File: src/rtl/crc_engine.sv
// crc_engine: byte-serial, table-driven CRC engine.
//
// A 256 x WIDTH lookup table is built at elaboration from POLYNOMIAL and read
// synchronously, so each byte takes two cycles: READY presents the table
// address, UPDATE folds the table word into the running register. The final
// byte of a frame (last_i) moves the engine to DONE, where the reflected and
// XORed result is held on crc_o until the consumer takes it.
//
// Ports:
//   clk_i, rst_ni      clock (rising edge), asynchronous active-low reset
//   clear_i            synchronous abort of the current frame and result
//   data_i, last_i     input byte and end-of-frame marker
//   valid_i, ready_o   byte handshake
//   crc_o              frame CRC, stable while crc_valid_o is high
//   crc_valid_o        crc_o holds a completed result
//   crc_ready_i        consumer accepts crc_o
module crc_engine #(
    parameter int               WIDTH       = 8,
    parameter logic [WIDTH-1:0] POLYNOMIAL  = WIDTH'(8'h07),
    parameter logic [WIDTH-1:0] INIT        = '0,
    parameter logic [WIDTH-1:0] XOR_OUT     = '0,
    parameter bit               REFLECT_IN  = 1'b0,
    parameter bit               REFLECT_OUT = 1'b0
) (
    input  logic             clk_i,
    input  logic             rst_ni,
    input  logic             clear_i,
    input  logic [7:0]       data_i,
    input  logic             last_i,
    input  logic             valid_i,
    output logic             ready_o,
    output logic [WIDTH-1:0] crc_o,
    output logic             crc_valid_o,
    input  logic             crc_ready_i
);

    typedef enum logic [1:0] {S_READY, S_UPDATE, S_DONE} state_t;

    // Table entry: the index byte aligned to the register top, then eight
    // MSB-first shift/XOR steps.
    function automatic logic [WIDTH-1:0] table_entry(input int idx);
        logic [WIDTH-1:0] v;
        v = '0;
        v[WIDTH-1 -: 8] = idx[7:0];
        for (int k = 0; k < 8; k++) begin
            if (v[WIDTH-1]) v = (v << 1) ^ POLYNOMIAL;
            else            v = v << 1;
        end
        return v;
    endfunction

    function automatic logic [7:0] rev8(input logic [7:0] b);
        logic [7:0] r;
        for (int k = 0; k < 8; k++) r[k] = b[7-k];
        return r;
    endfunction

    function automatic logic [WIDTH-1:0] revw(input logic [WIDTH-1:0] b);
        logic [WIDTH-1:0] r;
        for (int k = 0; k < WIDTH; k++) r[k] = b[WIDTH-1-k];
        return r;
    endfunction

    state_t           state, state_nxt;
    logic [WIDTH-1:0] crc, crc_next, crc_fin;
    logic [WIDTH-1:0] rom [256];
    logic [WIDTH-1:0] rom_q;
    logic [7:0]       byte_in, addr;
    logic             last_lat;
    logic             ready, accept, reload;

    for (genvar i = 0; i < 256; i++) begin : g_rom
        assign rom[i] = table_entry(i);
    end

    // Reflection is wiring only; no added latency.
    assign byte_in  = REFLECT_IN ? rev8(data_i) : data_i;
    assign addr     = crc[WIDTH-1 -: 8] ^ byte_in;
    // For WIDTH=8 the shift drops every bit, leaving only the table word.
    assign crc_next = (crc << 8) ^ rom_q;
    assign crc_fin  = (REFLECT_OUT ? revw(crc_next) : crc_next) ^ XOR_OUT;

    // Always-enabled synchronous ROM read. In READY the address is formed
    // from the live register, which does not change until UPDATE consumes
    // the read word.
    always_ff @(posedge clk_i) begin
        rom_q <= rom[addr];
    end

    always_ff @(posedge clk_i or negedge rst_ni) begin
        if (!rst_ni) state <= S_READY;
        else         state <= state_nxt;
    end

    always_comb begin
        state_nxt = state;
        ready     = 1'b0;
        accept    = 1'b0;
        reload    = 1'b0;
        if (clear_i) begin
            // Abort wins over everything, including a pending byte.
            state_nxt = S_READY;
            reload    = 1'b1;
        end else begin
            case (state)
                S_READY: begin
                    ready = 1'b1;
                    if (valid_i) begin
                        accept    = 1'b1;
                        state_nxt = S_UPDATE;
                    end
                end
                S_UPDATE: state_nxt = last_lat ? S_DONE : S_READY;
                S_DONE: begin
                    if (crc_ready_i) begin
                        state_nxt = S_READY;
                        reload    = 1'b1;
                    end
                end
                default: state_nxt = S_READY;
            endcase
        end
    end

    assign ready_o     = ready;
    assign crc_valid_o = (state == S_DONE);

    // crc_o is only written when a frame completes, so it holds through
    // DONE and survives a clear.
    always_ff @(posedge clk_i or negedge rst_ni) begin
        if (!rst_ni) begin
            crc      <= INIT;
            crc_o    <= '0;
            last_lat <= 1'b0;
        end else if (reload) begin
            crc <= INIT;
        end else begin
            if (accept) last_lat <= last_i;
            if (state == S_UPDATE) begin
                crc <= crc_next;
                if (last_lat) crc_o <= crc_fin;
            end
        end
    end

endmodule

File: config.mk
export PLATFORM = sky130hd
export DESIGN_NAME = crc_engine
export DESIGN_NICKNAME = d
export VERILOG_FILES = /design/src/rtl/crc_engine.sv
export SDC_FILE = /design/constraint.sdc
export NUM_CORES = 1
export LEC_CHECK = 0
export ABC_CLOCK_PERIOD_IN_PS = 2100
export CAP_MARGIN = 20
export CORE_MARGIN = 5
export CORE_UTILIZATION = 30
export CTS_BUF_LIST = sky130_fd_sc_hd__clkbuf_2
export CTS_CLUSTER_SIZE = 24
export DETAILED_ROUTE_END_ITERATION = 7
export GPL_TIMING_DRIVEN = 1
export SETUP_SLACK_MARGIN = 0.1
export SLEW_MARGIN = 20
export SYNTH_ARGS = -nofsm -noshare
export SYNTH_HDL_FRONTEND = slang
export SYNTH_SLANG_ARGS = --single-unit
export TNS_END_PERCENT = 30
File: constraint.sdc
create_clock -name clk_i -period 2.1 [get_ports clk_i]
set_input_delay 0.42 -clock clk_i [delete_from_list [all_inputs] [get_ports clk_i]]
set_output_delay 0.42 -clock clk_i [all_outputs]
set_load 0.005 [all_outputs]
Word-level counts from Yosys, hierarchy flattened
Memories as Yosys holds them, arrays and structs flattened. A register that Yosys moved wholly into a read port is not among the register bits. Index checks and enable logic that the tools add are counted.

Equality and inequality tests: 4. Muxes and demuxes: 15. Bitwise gates (word level): 3. Reductions and logical operators: 5.

Operator list (count): $mux 8 (2); $not 8->9 (1); $mux 1 (8); $mux 2 (4); $xor 8x8->8 (1); $pmux 2 s3 (1); $reduce_and 2->1 (2); $ne 3x2->1 const B (1); $ne 3x3->1 const B (1); $reduce_and 3->1 (1); $eq 2x1->1 const B (1); $eq 2x2->1 const B (1); $logic_not 2->1 (1); $reduce_bool 2->1 (1); $not 1->1 (1).

Bits in registers: 19. Memory bits (read-only): 2048. Bits of input ports: 14. Memories kept: 1.

Memories: (no name shown) (depth 256, bits a word 8, rd ports 1, clocked after memory_dff 1, write ports 0, RTL line 87) `rom_q <= rom[addr];`.

Longest topological paths before layout
Depth in word-level cells: 5. Mapped depth: 4. Gate-level depth less buffers: 3.

Least setup slack after synthesis
OpenSTA, ideal clock, no wires.

Kind: register to register. From: register state[1]. To: register crc_o[0]. Library setup time: 0.125 ns. Arrival: 1.385 ns. Required time: 1.975 ns. Setup slack: 0.590 ns. Cell stages (with the launch flop): 5. Path buffers: 1. Period minus slack after synthesis: 1.510 ns. Path through: dfrtp_1 > nand2b_1 > buf_6 > nor3b_4 > mux2_2.

Word-level cells in the longest chain between the ends: 5. Elaborated cells on any way between the ends: 6. Those cells by class: eq/ne: 2; mux: 2; bitwise: 1; reduce/logical: 1.

RTL lines: start, declared (RTL line 64) `state_t state, state_nxt;`; start signal, assigned (RTL line 92) `else state <= state_nxt;`; $eq 2x2->1 (RTL line 105) `case (state)`; $mux 1 (RTL line 105); $mux 1 (RTL line 100) `if (clear_i) begin`; $not 1->1 (no line); $reduce_and 3->1 (no line) *; end signal, assigned (RTL line 141) `if (last_lat) crc_o <= crc_fin;`; end, declared (RTL line 32) `output logic [WIDTH-1:0] crc_o,`.

Every way passes the cells marked *; elsewhere a longest branch is shown, timed or not. A chain may end at the register's enable or synchronous reset.

Worst setup path after layout
From: register state[0]. To: output port crc_valid_o.

Word-level cells in the longest chain between the ends: 1.

RTL lines: $eq 2x2->1 (RTL line 126) `assign crc_valid_o = (state == S_DONE);`; end, declared (RTL line 33) `output logic crc_valid_o,`.

No other way between the ends.

==> metrics.cfg <==
[synth]
syn_nets = 111
synth.most_common_cell = dfrtp_1
async_flop_share_pct = 70.37
synth_edf_count = 0
postSynthCellCount = 97
ys_seq_area_share_pct = 55.82
synthTopCellsByArea = dfrtp_1, dfxtp_1, xnor2_1, mux2_2, nor2_1
synthTopCellsByCount = dfrtp_1, nor2_1, xnor2_1
synth_area_per_cell_sq_um = 11.74
synth_flop_cell = dfrtp_1
synth_warnings = 0
yosysTopAreaCell = dfrtp_1
syn-cell-area_sq_um = 1139
ys_seq_elements = 27
synth_top_cell_area_share_pct = 41.76
synth.distinct_cells = 19

[detailed_routing]
wl_per_cell_um = 12.16
routed_wl_um = 2164
drc_errors = 0
antenna_left = 0
vias_per_cell = 4.343
first_pass_iters = 2
drt_iter0_markers = 20
vias = 773

[power]
power_density_nw_per_um2 = 956.3
cellLeakagePower_nw = 0.6283
clockPowerShare_pct = 13.8
p_int_mw = 1.039
p_sw_share_pct = 27.84
switchingPower_mw = 0.4008
power_frac_comb_pct = 32.9
p_total_mw = 1.439
pwr-share-seq_pct = 53.3
ir_drop_mv = 0.3253

[timing]
final-hold-violation-count = 0
finalCriticalPeriod_ps = 1963
setup_ws_ps = 137.3
timing.setup.tns_ps = 0
max_slew_margin_pct = 63.07
worst_slew_pin_slew_ps = 552.9
fmax_mhz = 509.5
setup_violations = 0
finalCritPeriodShare_pct = 93.46
slew_viol_final = 0
fin_skew_ps = 14.88
hold-worst-slack_ps = 337.7
rsz0062_at_grt = yes

[global_routing]
met3_usage_pct = 2.805
use_met2_pct = 16.12
grt_max_degree = 20
met1_usage_pct = 11.98
grt_pass1_wl_um = 3926
grt_overflow = 0
grtUsageTotal_pct = 9.758
grt_pass1_vias = 868
antenna_found_initial = 0
top_usage_layer = met2

[cells_and_area]
fin_nets = 145
post-route-util_pct = 41.11
drive_above_1_share_pct = 18.46
post-route-cell-area_sq_um = 1505
area_growth_pct = 32.20
n_antenna_cell = 0
final_cells = 178

[clock_network]
h-tree-depth = 1
cts-root-buf = clkbuf_2
cts_tree = yes
path_clk_slew_ps = 260
clk_path_buf_depth = 2
cts_sinks = 27
clk_latency_ps = 370
cts_buffers = 3
cts_hold_buf = 0

[placement]
numPortBuffers = 23
place_ws_ps = 106.5
dp_hpwl_um = 1655
placed_area_sq_um = 1459
dp_cells = 172
finalWeightedCongestion = 0.7795

[outcome]
outcome = completed

[critical_path]
required_ps = 1680
endpoint_kind = primary output
path_max_fanout = 3
critPathSlowestCell = clkdlybuf4s50_1
path_buf_inv = 1
crit_chain = and2b_2 > clkdlybuf4s50_1
critical_path.max_stage_delay_ps = 500
crit_family = buffers and inverters
critical_path_class = reg -> out
cp-start-kind = flip-flop
r2r_slack_ps = 500
arrival_ps = 1540

[floorplan]
die_w_um = 71.61
coreArea_sq_um = 3661
ios = 24
rows = 22
die_y_um = 71.61
start_util_pct = 31.10
die-area_sq_um = 5127

[flow_run]
drv_cap = 0

[worst_hold_path]
hold_class = in -> async

## timing repair
item                                    in CTS  in global routing
endpoints found under the setup margin       2                  2
setup buffers                                2                  0
resized for setup                            1                  2
pin swaps                                    0                  1
## flip-flops by register name, indices dropped and copies added, names as in the netlist
name      flops
crc           8
last_lat      1
crc_fin       8
crc_o         8
state         2
## worst reg2reg max path: stages (launching register included)
cell and delay [ps]:
dfrtp_1 460, buf_4 150, nand2b_1 180, nor3b_4 230
buf_4 180, mux2_2 330
## final cells by class
type / count / area (sq um)
tap: 48 / 60.06
multi-input combinational: 67 / 490.5
clock inverter: 1 / 7.507
sequential: 27 / 635.6
timing repair buffer: 31 / 292.8
fill: 368 / 2156
clock buffer: 3 / 15.01
inverter: 1 / 3.754
## final timing paths
| check | from | end | cells past startpoint |
|---|---|---|---|
| max | state[0] | crc_valid_o | 2 |
| min | rst_ni | crc_o[5] | 2 |
| max reg2reg | state[1] | crc_o[1] | 5 |
| min reg2reg | crc_fin[3] | crc[3] | 2 |
| max in group asynchronous | rst_ni | crc_o[1] | 2 |
| min in group clk_i | crc_fin[3] | crc[3] | 2 |
## layout by cell type, fill, tap and decap left out
cell,count
a2111oi_0,2
a21o_1,1
a22oi_1,1
and2_1,1
and2b_2,1
buf_4,8
clkbuf_2,3
clkdlybuf4s50_1,22
clkinvlp_4,1
dfrtp_1,19
dfxtp_1,8
dlymetal6s2s_1,1
inv_1,1
mux2_2,9
nand2_1,2
nand2b_1,2
nor2_1,17
nor2b_1,1
nor3_1,6
nor3_2,1
nor3b_4,1
xnor2_1,17
xor2_1,5
## cell families after synthesis
group / count (synthesis) / synth area share [%]
buffers and inverters: 3 / 1.648
DFF: 27 / 55.82
and+or+nand+nor: 32 / 13.85
xor gates and xnor gates: 22 / 16.92
AOI/OAI and AO/OA: 4 / 2.858
muxes: 9 / 8.901
## routing by layer
layer  vias up  part of all wire, %
li1        387                    -
met1       368                   46
met2        14                   48
met3         4                  4.7
met4         0                  1.7
met5         -                    0
## power by group through the flow
| stage | clock network, mW | logic [mW] | registers, mW |
|---|---|---|---|
| 3_3_place_gp | 0 | 0.473 | 0.781 |
| 4_1_cts | 0.213 | 0.484 | 0.774 |
| 5_1_grt | 0.233 | 0.524 | 0.794 |
| 3_5_place_dp | 0 | 0.477 | 0.788 |
| 6_report | 0.199 | 0.473 | 0.767 |
| 2_1_floorplan | 0 | 0.233 | 0.773 |
(Power assumes the default switching activity.)
